### src/rtl/ef_qspi_xip_reader.sv
// ef_qspi_xip_reader: AHB-Lite read-only XIP slave for QSPI NOR flash.
// Each read issues Fast Read Quad I/O (EBh) and stalls the bus until done.
module ef_qspi_xip_reader #(
    parameter int unsigned DUMMY_CYCLES = 4
) (
    input  logic        HCLK,
    input  logic        HRESETn,
    input  logic        HSEL,
    input  logic [1:0]  HTRANS,
    input  logic        HWRITE,
    input  logic        HREADY,
    input  logic [2:0]  HSIZE,
    input  logic [31:0] HADDR,
    input  logic [31:0] HWDATA,
    output logic        HREADYOUT,
    output logic [31:0] HRDATA,
    output logic        sck,
    output logic        ce_n,
    output logic [3:0]  dout,
    output logic [3:0]  douten,
    input  logic [3:0]  din
);

    typedef enum logic [2:0] {
        S_IDLE,
        S_CMD,
        S_ADDR,
        S_MODE,
        S_DUMMY,
        S_DATA,
        S_DONE
    } state_t;

    localparam logic [7:0] CMD_EBH    = 8'hEB;
    localparam logic [3:0] DUMMY_LAST = 4'(DUMMY_CYCLES - 1);

    state_t      state, state_n;
    logic [3:0]  cnt, cnt_n;
    logic        phase, phase_n;
    logic        pending, pending_n;
    logic [23:0] addr;
    logic [31:0] rdata;
    logic        busy;
    logic        accept;
    logic        start;
    logic        unused_ok;

    assign unused_ok = ^{HWDATA, HSIZE, HADDR[31:24],
                         HADDR[1:0], HTRANS[0]};

    assign busy = (state != S_IDLE) && (state != S_DONE);

    assign accept = HSEL & HREADY & HTRANS[1] &
                    (((state == S_IDLE) & ~pending) |
                     (state == S_DONE));
    assign start  = accept & ~HWRITE;

    assign HREADYOUT = ~(busy | pending);
    assign HRDATA    = rdata;

    always_ff @(posedge HCLK or negedge HRESETn) begin
        if (!HRESETn) begin
            state   <= S_IDLE;
            cnt     <= 4'd0;
            phase   <= 1'b0;
            pending <= 1'b0;
            addr    <= 24'd0;
            rdata   <= 32'd0;
        end else begin
            state   <= state_n;
            cnt     <= cnt_n;
            phase   <= phase_n;
            pending <= pending_n;
            if (start)
                addr <= {HADDR[23:2], 2'b00};
            // first byte lands in [7:0], high nibble of each byte first
            if ((state == S_DATA) && phase)
                rdata[{cnt[2:1], ~cnt[0], 2'b00} +: 4] <= din;
        end
    end

    always_comb begin
        state_n   = state;
        cnt_n     = cnt;
        phase_n   = 1'b0;
        pending_n = pending;
        sck       = 1'b0;
        ce_n      = 1'b1;
        dout      = 4'd0;
        douten    = 4'd0;
        if (busy) begin
            ce_n    = 1'b0;
            sck     = phase;
            phase_n = ~phase;
            cnt_n   = phase ? cnt + 4'd1 : cnt;
        end
        unique case (state)
            S_IDLE: begin
                if (pending || start) begin
                    state_n   = S_CMD;
                    cnt_n     = 4'd0;
                    pending_n = 1'b0;
                end
            end
            S_CMD: begin
                dout   = {3'b000, CMD_EBH[3'd7 - cnt[2:0]]};
                douten = 4'b0001;
                if (phase && (cnt == 4'd7)) begin
                    state_n = S_ADDR;
                    cnt_n   = 4'd0;
                end
            end
            S_ADDR: begin
                dout   = 4'(addr >> {3'd5 - cnt[2:0], 2'b00});
                douten = 4'b1111;
                if (phase && (cnt == 4'd5)) begin
                    state_n = S_MODE;
                    cnt_n   = 4'd0;
                end
            end
            S_MODE: begin
                douten = 4'b1111;
                if (phase && (cnt == 4'd1)) begin
                    state_n = (DUMMY_CYCLES != 0) ? S_DUMMY : S_DATA;
                    cnt_n   = 4'd0;
                end
            end
            S_DUMMY: begin
                if (phase && (cnt == DUMMY_LAST)) begin
                    state_n = S_DATA;
                    cnt_n   = 4'd0;
                end
            end
            S_DATA: begin
                if (phase && (cnt == 4'd7)) begin
                    state_n = S_DONE;
                    cnt_n   = 4'd0;
                end
            end
            S_DONE: begin
                // a read accepted here waits one IDLE gap before CMD
                state_n   = S_IDLE;
                cnt_n     = 4'd0;
                pending_n = start;
            end
            default: begin
                state_n = S_IDLE;
            end
        endcase
    end

endmodule

### config.mk
export PLATFORM = sky130hd
export DESIGN_NAME = ef_qspi_xip_reader
export DESIGN_NICKNAME = d
export VERILOG_FILES = /design/src/rtl/ef_qspi_xip_reader.sv
export SDC_FILE = /design/constraint.sdc
export NUM_CORES = 1
export LEC_CHECK = 0
export CORE_UTILIZATION = 40
export CTS_BUF_LIST = sky130_fd_sc_hd__clkbuf_4 sky130_fd_sc_hd__clkbuf_8
export CTS_CLUSTER_DIAMETER = 60
export DETAILED_ROUTE_END_ITERATION = 7
export DONT_BUFFER_PORTS = 1
export SLEW_MARGIN = 30
export SYNTH_ARGS = -nofsm -noshare
export SYNTH_HDL_FRONTEND = slang
export SYNTH_SLANG_ARGS = --single-unit
### constraint.sdc
create_clock -name HCLK -period 2.6 [get_ports HCLK]
set_input_delay 0.26 -clock HCLK [delete_from_list [all_inputs] [get_ports HCLK]]
set_output_delay 0.26 -clock HCLK [all_outputs]
set_load 0.05 [all_outputs]
==> summary.txt, run 1 <==
Clock tree
  – TritonCTS clock tree: yes
  – Worst-Skew Late Latency: 0.33 ns
  – CTS Buf Count: 9
  – Root buffer cell: clkbuf_8
  – Post-CTS setup buffer count: 0
  – Clock Path Buffers: 2
  – H-tree Lvls: 3
  – Clk pin slew, worst setup/hold paths: 0.07 ns
  – Clock sink count: 63

Timing
  – Final setup violation count: 0
  – Least-Margin Pin Slew: 0.958 ns
  – RSZ-0062 raised after global routing: false
  – Clock Skew: 0.00651 ns
  – Final Hold Violating Endpoints: 0
  – Setup WS post-layout: 0.129 ns
  – Minimum clock period: 2.47 ns
  – Fin crit share: 0.950
  – Peak Freq: 405 MHz
  – Relative slew slack: 0.359
  – Setup TNS: 0 ns
  – Max-slew violations: 0

Detailed routing
  – DR DRC count: 0
  – WL/cell: 17.5 um
  – Routed vias: 1,913
  – Vias per cell: 5.34
  – Post-route ant nets: 0
  – DR pass1 iterations: 4
  – Iter 0 DRT Violations: 109
  – Wirelength, routed: 6250 um

Critical path
  – Startpoint type of the worst setup path: register
  – Worst Reg-to-Reg Cells: 5
  – Critical path required time: 2.34 ns
  – CP endpoint kind: output pin
  – Worst R2R End: HRDATA[25]
  – Worst EP arrival: 2.21 ns
  – CP Max Fanout: 8
  – R2r setup slk: 0.38 ns
  – WS Path Type: register to output pin
  – Worst r2r src: cnt[1]

Worst hold path
  – Min-Delay Endpoint: addr[3]
  – Hold WC Path Type: input pin to register
  – Hold Crit Start: HADDR[3]
  – WHS Path Cells: 1

Global route
  – First-pass GRT wire length: 10,400 um
  – Largest net degree at the start of global routing: 64
  – Vias in the first global route: 1,933
  – Grt ovf: 0
  – Initial antenna violation count: 0
  – Tot GR Track Use: 0.164

Logic synthesis
  – Share of the synthesized area in the top cell type: 0.511
  – Yosys reg bits: 63
  – Post-synthesis cell count: 239
  – Largest area contributor in the netlist: dfrtp_1
  – Dominant synthesized flop cell: dfrtp_1
  – Syn. warnings: 0
  – Synth Cell Area: 3090 um^2
  – Ys async rst share: 1.00
  – EDFF count, synth: 0
  – Syn_nets: 323
  – Register area share after synthesis: 0.511
  – Library cells used by synthesis: 43
  – Avg Inst Size Synth: 12.9 um^2
  – Area contributors post-synth: dfrtp_1, mux2_2, ha_1

Final layout
  – Share of cells above drive strength 1: 0.402
  – Area grow syn2layout: 12.9%
  – Register area: 1580 um^2
  – Diodes inserted: 0
  – Fill count: 705
  – Final net count: 338
  – Final instance area: 3490 um^2
  – Commonest non-fill, non-tap cell in the layout: dfrtp_1
  – Most frequent cells in the layout: dfrtp_1, mux2_2, nor2_1, buf_4, clkbuf_8
  – Multi-input logic area: 1440 um^2

Placed design
  – Place WS: 0.366 ns
  – Buffers on Ports: 0
  – DP Wirelength: 4340 um
  – Gpl congestion: 0.797
  – Dpl cell area: 3270 um^2

Job
  – Max-cap violations: 0

Floorplan
  – Die width: 89.8 um
  – Die H: 89.8 um
  – Die ar.: 8070 um^2
  – Core Area: 7370 um^2
  – # rows: 31
  – Initial Utilization: 0.419
  – # IOs: 121

Pwr
  – Power after layout: 1880 uW
  – Pwr per Cell Area: 539 nW/um^2
  – VDD IR max: 0.000279 V
  – Pleak: 0.00157 uW

Outcome
  – Status: completed
## critical path: stages (launching register included)
cell and delay [ns]:
dfrtp_2 0.45, inv_1 0.15, ha_1 0.43, nor4bb_1 0.29
o311ai_0 0.14, a21oi_1 0.20, buf_4 0.22
## metrics by stage
stage                util  instances  hold WS (ns)
finish              0.473        358        0.0694
global route        0.473        358        0.0492
CTS                 0.473        358        0.0526
detailed placement  0.443        340       -0.0347
global placement    0.443        340       -0.0343
floorplan               -        239       -0.0356
## cell families after synthesis
| group | after synthesis | share of synthesized area |
|---|---|---|
| AOI/OAI and AO/OA | 27 | 0.0592 |
| adders and majority gates | 6 | 0.0243 |
| buffers and inverters | 17 | 0.0272 |
| xor gates and xnor gates | 4 | 0.0114 |
| muxes | 64 | 0.244 |
| and+or+nand+nor | 58 | 0.124 |
| DFF | 63 | 0.511 |
## synth_stat cells (3+ instances only)
master and n:
and2_1 4, nor2b_1 5, o21ai_0 5, nand2_1 9
nor2_1 14, mux2i_1 5, nor3_1 6, a21oi_1 7
ha_1 6, buf_2 4, mux2_2 53, a22oi_1 4
a31o_2 3, mux2_4 4, xor2_1 3, clkbuf_1 5
dfrtp_1 63, inv_1 5
## layer usage
| layer | vias to the layer above | part of all wire | GRT usage |
|---|---|---|---|
| met5 | - | 0 | 0 |
| met4 | 0 | 0.0078 | 0.0574 |
| met3 | 9 | 0.060 | 0.0584 |
| met2 | 43 | 0.47 | 0.253 |
| met1 | 967 | 0.46 | 0.213 |
| li1 | 894 | - | - |
## area by class of cell
type                    count  share of cell area
well taps                  99              0.0355
flip-flops and latches     63               0.453
clock buffers              11              0.0416
repair buffers             16              0.0409
inverters                   5             0.00538
clock inverters             5             0.00969
multi-input cells         159               0.414
## report_power, final
group	internal, uW	switching, uW	leakage, uW
clock	381	392	0.0000887
sequential	997	57.6	0.000811
combinational	25.3	25.4	0.000667
total	1400	475	0.00157
## registers in the layout (all words and copies together) (netlist names)
name     count
HRDATA      32
addr        22
cnt          4
state        3
pending      1
phase        1
## timing repair
item                       in CTS  in global routing
setup endpoints to repair       1                  0
gates resized for setup         1                  0
hold endpoints to repair       63                  0
hold buffers                    2                  0
## worst max-delay path by stage
stage               startpoint  endpoint  slack, ns
floorplan               cnt[1]   dout[0]       0.03
global placement        cnt[2]   dout[0]       0.35
detailed placement      cnt[2]   dout[0]       0.37
CTS                     cnt[2]   dout[0]       0.08
global route            cnt[2]   dout[0]       0.03
finish                  cnt[2]   dout[0]       0.13
Power figures use the tool's default switching activity.
==> inputs of run 2 (changes only) <==
ABC_CLOCK_PERIOD_IN_PS = 2600   (was not set)
CTS_CLUSTER_SIZE = 16   (was not set)
==> results of run 2 <==
No change in the layout: final DEF, timing and power equal those of run 1.
==> inputs of run 3 (changes only) <==
==> constraint.sdc (replaced) <==
create_clock -name HCLK -period 2.6 [get_ports HCLK]
set_input_delay 0.65 -clock HCLK [delete_from_list [all_inputs] [get_ports HCLK]]
set_output_delay 0.65 -clock HCLK [all_outputs]
set_load 0.05 [all_outputs]
==> summary.txt, run 3 (synthesis results as in run 1) <==
Pwr
  – VDD IR max: 0.000352 V (+26%)
  – Power after layout: 1970 uW (+4.7%)
  – Pleak: 0.00163 uW (+4.1%)
  – Pwr per Cell Area: 539 nW/um^2 (about the same)

Critical path
  – CP Max Fanout: 5 (-3)
  – Critical path required time: 1.95 ns (-0.39 ns)
  – WS Path Type: register to output pin
  – CP top delay family: buffers and inverters
  – CP max stage cell: dfrtp_2
  – CP cell instances: buf_2 > buf_4 > nor4bb_4 > o311ai_2 > a21oi_2 > buf_12
  – CP endpoint kind: output pin
  – CP Buf/Inv Count: 3 (+1)
  – Largest stage delay on the critical path: 0.43 ns (-0.02 ns)
  – Worst EP arrival: 1.85 ns (-0.36 ns)
  – Startpoint type of the worst setup path: register

Job
  – Max-cap violations: 0 (unchanged)

Final layout
  – Final net count: 348 (+3.0%)
  – Final instance area: 3650 um^2 (+4.7%)
  – Share of cells above drive strength 1: 0.457 (+0.0557)
  – Largest register FFs: 32 (unchanged)
  – Diodes inserted: 0 (unchanged)
  – Fill count: 676 (-4.1%)
  – Post-layout util: 0.495 (+0.0224)
  – Area grow syn2layout: 18.3%
  – Commonest non-fill, non-tap cell in the layout: dfrtp_1
  – Most frequent cells in the layout: dfrtp_1, mux2_2, buf_4, nor2_1, clkbuf_8

Floorplan
  – Die ar.: 8070 um^2 (unchanged)
  – # rows: 31 (unchanged)
  – # IOs: 121 (unchanged)
  – Die H: 89.8 um (unchanged)
  – Initial Utilization: 0.419 (unchanged)
  – Die width: 89.8 um (unchanged)
  – Core Area: 7370 um^2 (unchanged)

Timing
  – RSZ-0062 raised after global routing: true
  – Fin crit share: 0.960 (+0.0100)
  – Least-Margin Pin Slew: 0.949 ns (-0.00907 ns)
  – Final setup violation count: 0 (unchanged)
  – Final Hold Violating Endpoints: 0 (unchanged)
  – Peak Freq: 400 MHz (-1.0%)
  – Hold Slack: 0.158 ns (+0.0884 ns)
  – Max-slew violations: 0 (unchanged)
  – Relative slew slack: 0.365 (+0.00607)
  – Clock Skew: 0.00584 ns (-0.000668 ns)
  – Minimum clock period: 2.50 ns (+0.0261 ns)

Clock tree
  – CTS Buf Count: 9 (unchanged)
  – Root buffer cell: clkbuf_8
  – Clk pin slew, worst setup/hold paths: 0.07 ns (about the same)
  – Clock sink count: 63 (unchanged)
  – TritonCTS clock tree: yes
  – Clock Path Buffers: 2 (unchanged)
  – H-tree Lvls: 3 (unchanged)
  – Worst-Skew Late Latency: 0.34 ns (about the same)

Worst hold path
  – Hold WC Path Type: input pin to asynchronous set/reset pin

Detailed routing
  – Wirelength, routed: 6240 um (-0.16%)
  – Routed vias: 1,952 (+2.0%)
  – Iter 0 DRT Violations: 84 (-23%)
  – DR pass1 iterations: 4 (unchanged)
  – DR DRC count: 0 (unchanged)
  – Vias per cell: 5.30 (-0.73%)
  – WL/cell: 17.0 um (-2.9%)
  – Post-route ant nets: 0 (unchanged)

Global route
  – Tot GR Track Use: 0.168 (+0.00446)
  – Vias in the first global route: 2,057 (+6.4%)
  – Largest net degree at the start of global routing: 64 (unchanged)
  – First-pass GRT wire length: 10,700 um (+2.7%)
  – Initial antenna violation count: 0 (unchanged)
  – Grt ovf: 0 (unchanged)

Outcome
  – Status: completed

Placed design
  – Gpl congestion: 0.781 (-2.0%)
  – Dpl cell area: 3320 um^2 (+1.6%)
  – Buffers on Ports: 0 (unchanged)
  – DP Wirelength: 4280 um (-1.4%)
-- run 3: changes by cell type in the layout (fill, tap and decap cells not counted), moves of 2 or more --
cell	before	now
buf_12	0	2
buf_4	14	22
inv_2	0	2
inv_1	5	3
-- run 3: metal layers --
metal  routed length [um]  track usage  vias to the layer above
met3                  354       0.0398                       11
met5                    0            0                        -
li1                     -            -                      917
met4                  126       0.0792                        0
met1                 2860        0.223                      963
met2                 2900        0.260                       61
-- run 3: final timing paths --
path                           start    endpoint  slack, ns  depth (start not counted)
max                           cnt[0]     dout[0]       0.10                          6
min                          HRESETn     addr[6]       0.16                          1
max reg2reg                   cnt[0]  HRDATA[10]       0.31                          6
min reg2reg                  addr[7]     addr[7]       0.51                          1
max in group asynchronous    HRESETn    state[1]       2.14                          1
min in group HCLK          HADDR[15]    addr[15]       0.45                          1
-- run 3: final cells by class --
type / count / area (um^2) / share of cell area
tap: 99 / 124 / 0.0339
clock inverter: 5 / 57.6 / 0.0158
inverter: 5 / 18.8 / 0.00514
multi-input combinational: 159 / 1490 / 0.408
clock buffer: 11 / 145 / 0.0398
timing repair buffer: 26 / 238 / 0.0651
sequential: 63 / 1580 / 0.432
-- run 3: report_power, final --
group | total (uW) | internal (uW) | switching, uW
clock | 862 | 477 | 385
combinational | 49.2 | 24.6 | 24.6
sequential | 1050 | 997 | 57.4
total | 1970 | 1500 | 467
-- run 3: timing repair --
action                                  in CTS  in global routing
endpoints found under the hold margin       63                  0
pin swaps                                    0                  3
setup buffers                                0                  6
endpoints found under the setup margin       4                  3
hold buffers                                 1                  0
resized for setup                            4                  7
-- run 3: stage by stage --
stage | std cells | setup WS [ns] | TNS, ns
floorplan | 239 | -0.0747 | -0.224
global placement | 345 | 0.199 | 0
detailed placement | 345 | 0.170 | 0
CTS | 362 | 0.00373 | 0
global route | 368 | 0.00131 | 0
finish | 368 | 0.103 | 0
-- run 3: worst reg2reg max path, delay by kind of cell (launching register included) --
| family | cells | cell delay, ns |
|---|---|---|
| DFF | 1 | 0.43 |
| and+or+nand+nor | 2 | 0.51 |
| muxes | 1 | 0.38 |
| buffers and inverters | 1 | 0.16 |
| adders and majority gates | 2 | 0.71 |
